===== src/rtl/keyboard_decoder_pkg.sv =====
// Shared definitions for the PS/2 set-2 keyboard decoder.
//  - Scan-code constants for the keys and prefixes the decoder understands.
//  - state_t: decoder FSM states.
package keyboard_decoder_pkg;

  localparam logic [7:0] KEY_LEFT     = 8'h6B;
  localparam logic [7:0] KEY_RIGHT    = 8'h74;
  localparam logic [7:0] KEY_UP       = 8'h75;
  localparam logic [7:0] KEY_DOWN     = 8'h72;
  localparam logic [7:0] KEY_SPACE    = 8'h29;
  localparam logic [7:0] KEY_ENTER    = 8'h5A;
  localparam logic [7:0] PREFIX_EXT   = 8'hE0;
  localparam logic [7:0] PREFIX_BREAK = 8'hF0;
  localparam logic [7:0] PREFIX_PAUSE = 8'hE1;

  typedef enum logic [2:0] {
    ST_IDLE,
    ST_EXT,
    ST_BREAK,
    ST_EXT_BREAK,
    ST_SKIP
  } state_t;

endpackage


===== src/rtl/keyboard_decoder_if.sv =====
// Byte stream from the PS/2 receiver into the decoder.
//  rx_data  : received scan-code byte
//  rx_valid : one-cycle strobe, rx_data valid
//  rx_error : one-cycle strobe, parity/frame error on the current byte
// master = byte receiver (drives), slave = decoder (samples).
interface keyboard_decoder_if;
  logic [7:0] rx_data;
  logic       rx_valid;
  logic       rx_error;

  modport master (output rx_data, rx_valid, rx_error);
  modport slave  (input  rx_data, rx_valid, rx_error);
endinterface


===== src/rtl/keyboard_decoder.sv =====
// PS/2 set-2 scan-code decoder producing held-key levels for the movement FSM.
// Tracks make/break and E0-extended prefixes, swallows Pause (E1) sequences and
// falls back to idle on receive errors or a stalled multi-byte code.
// Ports:
//  clk, rst    : clock, synchronous active-high reset
//  rx          : byte stream from the receiver (slave modport)
//  game_over   : level, clears start_game (wins over an Enter make)
//  left/right/up/down : E0 6B / E0 74 / E0 75 / E0 72 held
//  jump        : 29 (space) held
//  start_game  : latched by Enter make, cleared only by game_over
module keyboard_decoder
  import keyboard_decoder_pkg::*;
#(
  parameter int TIMEOUT_CYCLES = 2_600_000,
  parameter int SKIP_BYTES     = 7
) (
  input  logic                clk,
  input  logic                rst,
  keyboard_decoder_if.slave   rx,
  input  logic                game_over,
  output logic                left,
  output logic                right,
  output logic                up,
  output logic                down,
  output logic                jump,
  output logic                start_game
);

  localparam int         TW        = $clog2(TIMEOUT_CYCLES);
  localparam logic [TW-1:0] TLIM   = TW'(TIMEOUT_CYCLES - 1);
  localparam logic [2:0] SKIP_INIT = 3'(SKIP_BYTES);

  state_t        state, state_nxt;
  logic [TW-1:0] tcnt;
  logic [2:0]    skip_cnt;
  logic          byte_ok;
  logic          timeout;

  assign byte_ok = rx.rx_valid && !rx.rx_error;
  // A byte arriving on the limit cycle still counts; timeout only fires when idle on the bus.
  assign timeout = (state != ST_IDLE) && !rx.rx_valid && (tcnt == TLIM);

  // State register
  always_ff @(posedge clk) begin
    if (rst) state <= ST_IDLE;
    else     state <= state_nxt;
  end

  // Next-state logic
  always_comb begin
    state_nxt = state;
    if (rx.rx_valid && rx.rx_error) begin
      state_nxt = ST_IDLE;
    end else if (byte_ok) begin
      unique case (state)
        ST_IDLE: begin
          if      (rx.rx_data == PREFIX_EXT)   state_nxt = ST_EXT;
          else if (rx.rx_data == PREFIX_BREAK) state_nxt = ST_BREAK;
          else if (rx.rx_data == PREFIX_PAUSE) state_nxt = ST_SKIP;
        end
        ST_EXT:       state_nxt = (rx.rx_data == PREFIX_BREAK) ? ST_EXT_BREAK : ST_IDLE;
        ST_BREAK:     state_nxt = ST_IDLE;
        ST_EXT_BREAK: state_nxt = ST_IDLE;
        ST_SKIP:      if (skip_cnt <= 3'd1) state_nxt = ST_IDLE;
        default:      state_nxt = ST_IDLE;
      endcase
    end else if (timeout) begin
      state_nxt = ST_IDLE;
    end
  end

  // Outputs and counters (all registered)
  always_ff @(posedge clk) begin
    if (rst) begin
      tcnt       <= '0;
      skip_cnt   <= '0;
      left       <= 1'b0;
      right      <= 1'b0;
      up         <= 1'b0;
      down       <= 1'b0;
      jump       <= 1'b0;
      start_game <= 1'b0;
    end else begin
      if (state == ST_IDLE || rx.rx_valid || tcnt == TLIM) tcnt <= '0;
      else                                                 tcnt <= tcnt + 1'b1;

      if (byte_ok && state == ST_IDLE && rx.rx_data == PREFIX_PAUSE)
        skip_cnt <= SKIP_INIT;
      else if (byte_ok && state == ST_SKIP && skip_cnt != 3'd0)
        skip_cnt <= skip_cnt - 3'd1;

      // Makes set, breaks clear; repeated makes are naturally idempotent.
      if (byte_ok) begin
        unique case (state)
          ST_IDLE:  if (rx.rx_data == KEY_SPACE) jump <= 1'b1;
          ST_BREAK: if (rx.rx_data == KEY_SPACE) jump <= 1'b0;
          ST_EXT: begin
            if (rx.rx_data == KEY_LEFT)  left  <= 1'b1;
            if (rx.rx_data == KEY_RIGHT) right <= 1'b1;
            if (rx.rx_data == KEY_UP)    up    <= 1'b1;
            if (rx.rx_data == KEY_DOWN)  down  <= 1'b1;
          end
          ST_EXT_BREAK: begin
            if (rx.rx_data == KEY_LEFT)  left  <= 1'b0;
            if (rx.rx_data == KEY_RIGHT) right <= 1'b0;
            if (rx.rx_data == KEY_UP)    up    <= 1'b0;
            if (rx.rx_data == KEY_DOWN)  down  <= 1'b0;
          end
          default: ;
        endcase
      end

      // Enter break is deliberately ignored: only game_over ends the game.
      if (game_over)
        start_game <= 1'b0;
      else if (byte_ok && state == ST_IDLE && rx.rx_data == KEY_ENTER)
        start_game <= 1'b1;
    end
  end

endmodule


===== src/flat_wrapper.sv =====
// flat-port wrapper written by rule: the top's interface ports become plain ports
module keyboard_decoder_flat import keyboard_decoder_pkg::*;
#(
  parameter int TIMEOUT_CYCLES = 2_600_000,
  parameter int SKIP_BYTES     = 7
)
  (clk, rst, game_over, left, right, up, down, jump, start_game, rx_rx_data, rx_rx_valid, rx_rx_error);
  keyboard_decoder_if rx_i ();
  input  logic clk;
  input  logic rst;
  input  logic game_over;
  output logic left;
  output logic right;
  output logic up;
  output logic down;
  output logic jump;
  output logic start_game;
  input wire logic [$bits(rx_i.rx_data)-1:0] rx_rx_data;
  input wire logic [$bits(rx_i.rx_valid)-1:0] rx_rx_valid;
  input wire logic [$bits(rx_i.rx_error)-1:0] rx_rx_error;
  assign rx_i.rx_data = rx_rx_data;
  assign rx_i.rx_valid = rx_rx_valid;
  assign rx_i.rx_error = rx_rx_error;
  keyboard_decoder #(.TIMEOUT_CYCLES(TIMEOUT_CYCLES), .SKIP_BYTES(SKIP_BYTES)) u_core (.clk(clk), .rst(rst), .rx(rx_i), .game_over(game_over), .left(left), .right(right), .up(up), .down(down), .jump(jump), .start_game(start_game));
endmodule

===== config.mk =====
export PLATFORM = sky130hd
export DESIGN_NAME = keyboard_decoder_flat
export DESIGN_NICKNAME = d
export VERILOG_FILES = /design/src/rtl/keyboard_decoder_pkg.sv /design/src/rtl/keyboard_decoder_if.sv /design/src/rtl/keyboard_decoder.sv /design/src/flat_wrapper.sv
export SDC_FILE = /design/constraint.sdc
export NUM_CORES = 1
export LEC_CHECK = 0
export CAP_MARGIN = 20
export CORE_ASPECT_RATIO = 2
export CORE_UTILIZATION = 35
export CTS_CLUSTER_SIZE = 8
export DETAILED_ROUTE_END_ITERATION = 8
export DONT_BUFFER_PORTS = 1
export SLEW_MARGIN = 20
export SYNTH_ARGS = -nofsm -noshare
export SYNTH_HDL_FRONTEND = slang
export SYNTH_SLANG_ARGS = --single-unit

===== constraint.sdc =====
create_clock -name clk -period 4.6 [get_ports clk]
set_input_delay 1.38 -clock clk [delete_from_list [all_inputs] [get_ports clk]]
set_output_delay 1.38 -clock clk [all_outputs]
set_load 0.005 [all_outputs]

Word-level counts from Yosys, hierarchy flattened:

Cells that the tools add are included.

* $lt $le $gt $ge: 1
* mux-type cells: 25
* equal/unequal tests: 26
* reduce and logical (&&, ||, !) cells: 29
* add/sub/neg operators: 2

Operators with widths (number)
* == test 8 x 7 -> 1 bit (second input constant): 5
* == test 8 bit (second input constant): 3
* 2-to-1 mux 3 bit: 8
* adder 22 x 1 -> 22 bit (second input constant): 1
* == test 22 bit (second input constant): 1
* AND reduction 4 bit: 5
* != test 2 x 1 -> 1 bit (second input constant): 9
* 2-to-1 mux 1 bit: 10
* one-hot mux 1 bit (2 select lines): 5
* logical AND 1 bit: 9
* one-hot mux 3 bit (3 select lines): 1
* == test 8 x 6 -> 1 bit (second input constant): 1
* nonzero test 2 bit: 4
* == test 3 x 2 -> 1 bit (second input constant): 2
* nonzero test 3 bit: 2
* OR reduction 2 bit: 3
* != test 5 bit (second input constant): 1
* == test 3 x 1 -> 1 bit (second input constant): 1
* == test 3 bit (second input constant): 1
* less-or-equal comparator 3 x 1 -> 1 bit (second input constant): 1
* zero test 3 bit: 1
* != test 3 bit (second input constant): 1
* AND reduction 3 bit: 1
* subtractor 3 x 1 -> 3 bit (second input constant): 1
* other kinds (4): 6

* input port bits: 13
* bits in registers: 34
* output and inout bits: 6

Logic depth before layout (Yosys ltp):

* word-level depth: 6
* gate-level depth with buffers: 7

Least setup slack after synthesis:

OpenSTA, ideal clock, no wires.

* path kind: input port to flip-flop
* from: in rx_rx_error
* to: reg u_core.right
* data arrival time: 2.455 ns
* library setup time: 0.131 ns
* stages: 5
* path slack: 2.014 ns
* path buffers: 0
* data required time: 4.469 ns
* cell sequence: or3b_1 nor4_2 nand2_1 o311ai_1 o41ai_1

* word-level cells in the longest chain between the ends: 3

Ends and longest elaborated chain
* start: declaration: RTL line flat_wrapper.sv:20 `input wire logic [$bits(rx_i.rx_error)-1:0] rx_rx_error;`
* zero test 1 bit: RTL line keyboard_decoder.sv:39 `assign byte_ok = rx.rx_valid && !rx.rx_error;`
* logical AND 1 bit: RTL line keyboard_decoder.sv:39
* AND reduction 4 bit (no source line)
* end signal: assignment: RTL line keyboard_decoder.sv:78 `right <= 1'b0;`
* end signal: assignment: RTL line keyboard_decoder.sv:99 `if (rx.rx_data == KEY_RIGHT) right <= 1'b1;`
* end signal: assignment: RTL line keyboard_decoder.sv:105 `if (rx.rx_data == KEY_RIGHT) right <= 1'b0;`
* end: declaration: RTL line keyboard_decoder.sv:22 `output logic right,`

Every way passes these cells.
A chain may end at the register's enable or synchronous reset.

Worst setup path in the final report:

* from: in rx_rx_data[6]
* to: reg u_core.state[2]

* word-level cells in the longest chain between the ends: 5
* elaborated cells on any way between the ends: 9
* those cells by class: eq/ne (4); mux (4); reduce/logical (1)

Ends and longest elaborated chain
* start: declaration: RTL line flat_wrapper.sv:18 `input wire logic [$bits(rx_i.rx_data)-1:0] rx_rx_data;`
* == test 8 bit: RTL line keyboard_decoder.sv:58 `else if (rx.rx_data == PREFIX_BREAK) state_nxt = ST_BREAK;`
* 2-to-1 mux 3 bit: RTL line keyboard_decoder.sv:58
* 2-to-1 mux 3 bit: RTL line keyboard_decoder.sv:57 `if (rx.rx_data == PREFIX_EXT) state_nxt = ST_EXT;`
* one-hot mux 3 bit (3 select lines): RTL line keyboard_decoder.sv:55 `unique case (state)`
* 2-to-1 mux 3 bit: RTL line keyboard_decoder.sv:54 `end else if (byte_ok) begin`
* end signal: assignment: RTL line keyboard_decoder.sv:46 `else state <= state_nxt;`
* end: declaration: RTL line keyboard_decoder.sv:33 `state_t state, state_nxt;`

Parallel ways exist; a longest one is shown, timed or not.

==> impl_metrics.json <==
{
  "vias": 1398,
  "synth-warning-count": 0,
  "area_growth_pct": 7.806,
  "syn_nets": 218,
  "cts_tree": "built",
  "seq_area_um2": 680.7,
  "hold_path_depth": 2,
  "p_seq_share_pct": 54.9,
  "grt_antenna_before_repair": 0,
  "die_w_um": 52.42,
  "clock_sinks": 34,
  "drt_first_pass_iters": 6,
  "row_count": 36,
  "yosysSeqAreaShare_pct": 38.26,
  "reg2reg_from": "u_core.tcnt[0]",
  "gp_congestion": 0.7348,
  "clkSlewWorstSetupHoldPaths_ns": 0.07,
  "grt-ovfl-total": 0,
  "irDropWorstVdd_mv": 0.2136,
  "cts_root_buffer": "clkbuf_8",
  "power_per_cell_area_nw_per_um2": 279.4,
  "h-tree-depth": 2,
  "slew_headroom_pct": 38.46,
  "path_max_fanout": 4,
  "first_global_vias": 1363,
  "finalHoldViolCount": 0,
  "drc_errors": 0,
  "postRouteAntennaNets": 0,
  "die_h_um": 102.8,
  "fin_crit_ns": 2.403,
  "holdWs_ns": 0.4822,
  "syn_inst": 201,
  "tns_ns": 0,
  "cp-start-kind": "primary input",
  "cts_buffers": 5,
  "ys.flop_type": "dfxtp_1",
  "wl_met3_um": 113,
  "wl_met1_um": 1350,
  "cp_slowest_stage_delay_ns": 0.59,
  "num_io_pins": 19,
  "power_frac_comb_pct": 2.0,
  "status": "complete, no violations",
  "fill_cells": 513,
  "clock_path_buffers": 2,
  "worstRegToRegCells": 5,
  "switching_share_pct": 21.68,
  "postCtsSetupBuffers": 0,
  "path_class": "in -> reg",
  "arrival_ns": 2.62,
  "nets": 221,
  "crit_family": "simple AND/OR/NAND/NOR gates",
  "ys_types": 46,
  "finalSetupViolCount": 0,
  "layout_setup_ws_ns": 2.197,
  "drive_gt1_share_pct": 8.780,
  "avgSynthCellArea_um2": 8.852,
  "async_flop_share_pct": 0,
  "clock.fmax_ghz": 0.4162,
  "internal_power_uw": 419.8,
  "multi_input_area_um2": 1045,
  "final.period_utilization_pct": 52.23,
  "first_iter_violations": 37,
  "critPathSlowestCell": "nor4b_1",
  "min_from": "u_core.up",
  "viasPerCell": 5.336,
  "fin_skew_ns": 0.002020,
  "startpoint": "rx_rx_data[6]",
  "rsz0062_at_grt": "no",
  "dieArea_um2": 5390,
  "wirelength_um": 3717,
  "hold-path-endpoint": "u_core.up",
  "worstPathCellList": "nand2_1 > nor4b_1 > a31oi_1 > o31ai_4 > mux2i_1",
  "clockPowerShare_pct": 43.1,
  "netlist.top_cell.by_area": "dfxtp_1",
  "hpwl_um": 2794,
  "grt_use_total_pct": 15.44,
  "synth_edf_count": 0,
  "synth.area.top_cells": "dfxtp_1, nor2_1, xor2_1",
  "r2r-end": "u_core.tcnt[2]",
  "worst_slew_pin_slew_ns": 0.9229,
  "final_util_pct": 39.43,
  "pre_cts_ws_ns": 1.906,
  "critPathBufInv": 0,
  "cts_resized": 0,
  "switching_power_uw": 116.2,
  "synth_area_um2": 1779,
  "worst_skew_pair.late_latency_ns": 0.29,
  "io_buffers": 0,
  "end_kind": "register",
  "holdBufCountCts": 0,
  "leakage_uw": 0.0005878,
  "min_path_type": "reg -> reg",
  "core-area_um2": 4865,
  "yosysTopAreaCellShare_pct": 38.26,
  "start_util_pct": 36.57,
  "r2r_slack_ns": 2.37,
  "grt_max_degree": 23,
  "final_max_slew_viol_count": 0,
  "synth-seq-cells": 34,
  "cap_viol_max_count": 0,
  "antenna_cells": 0,
  "wl_met2_um": 2170,
  "cp.required_ns": 4.82,
  "grt_pass1_wl_um": 5927,
  "wl_per_cell_um": 14.19,
  "highest_layer": "met4"
}
per-layer routing:
metal  up-vias  track usage [%]
li1        706                -
met1       661            12.39
met2        24            31.65
met3         7            3.540
met4         0            7.895
met5         -                0
layout by cell type (no fill, tap or decap), drive strengths merged, types with 5 or more instances in the layout:
cell,netlist,routed
o21ai,6,6
nand3,8,8
nand4,8,8
nor4,7,7
clkbuf,1,7
inv,8,8
a21oi,6,6
nor2,34,34
xor2,12,12
nand2,22,22
nor3,5,5
xnor2,10,10
dfxtp,34,34
cell families after synthesis:
| kind of cell | Yosys count | synth area share [%] |
|---|---|---|
| AND/OR/NAND/NOR | 104 | 33.12 |
| AO/OA/AOI/OAI | 21 | 9.705 |
| XOR/XNOR | 22 | 10.83 |
| adder cells (fa/ha/maj) | 4 | 2.813 |
| multiplexers | 4 | 2.250 |
| buffers and inverters | 12 | 3.023 |
| flip-flops | 34 | 38.26 |
cell type report:
cell class / count / area share [%]
multi-input combinational: 155 / 54.47
inverter: 8 / 1.566
sequential: 34 / 35.49
clock inverter: 1 / 0.2609
tap: 57 / 3.718
clock buffer: 7 / 4.501
tightest hold or removal path, cell delays in order (launching register included):
cell     delay, ns
dfxtp_1       0.33
nand2_1       0.06
mux2i_1       0.05
worst max path at each step:
stage,to,slack [ns],cells past startpoint
after floorplan,u_core.right,2.01,5
after global placement,u_core.right,1.92,5
after detailed placement,u_core.state[2],1.91,5
after CTS,u_core.state[2],2.21,5
after global routing,u_core.tcnt[6],2.16,5
final,u_core.state[2],2.20,5
power groups by stage:
stage          registers [uW]  logic [uW]  clock network [uW]
6_report                  294        10.7                 231
4_1_cts                   294        10.7                 237
5_1_grt                   294        11.6                 247
2_1_floorplan             301        9.46                   0
3_3_place_gp              301        10.8                   0
3_5_place_dp              301        10.7                   0
synthesized netlist by cell type (2+ instances only):
library cell / instances
dfxtp_1: 34
nor4_1: 4
mux2i_1: 4
nor3b_1: 3
xnor2_1: 10
xor2_1: 12
nor4b_1: 2
buf_4: 2
nand4_1: 6
nand4_4: 2
a21oi_1: 6
nor3_1: 4
nand3_1: 8
nor2_1: 34
ha_1: 4
nand3b_1: 2
nand2_1: 22
nor4_2: 2
o21ai_0: 5
inv_1: 8
nor4bb_1: 2
through the flow:
stage,area [um^2],cells,power (uW)
floorplan,1779,201,310.6
global placement,1827,254,311.9
detailed placement,1827,254,311.8
CTS,1918,262,542.1
global route,1918,262,552.8
finish,1918,262,536.0
sequential cells by signal (all words and copies together), names as in the netlist:
register	flops
u_core.down	1
u_core.left	1
u_core.tcnt	22
u_core.up	1
u_core.start_game	1
u_core.right	1
u_core.jump	1
u_core.skip_cnt	3
u_core.state	3
Note: power is estimated with default switching activity, not from simulation.
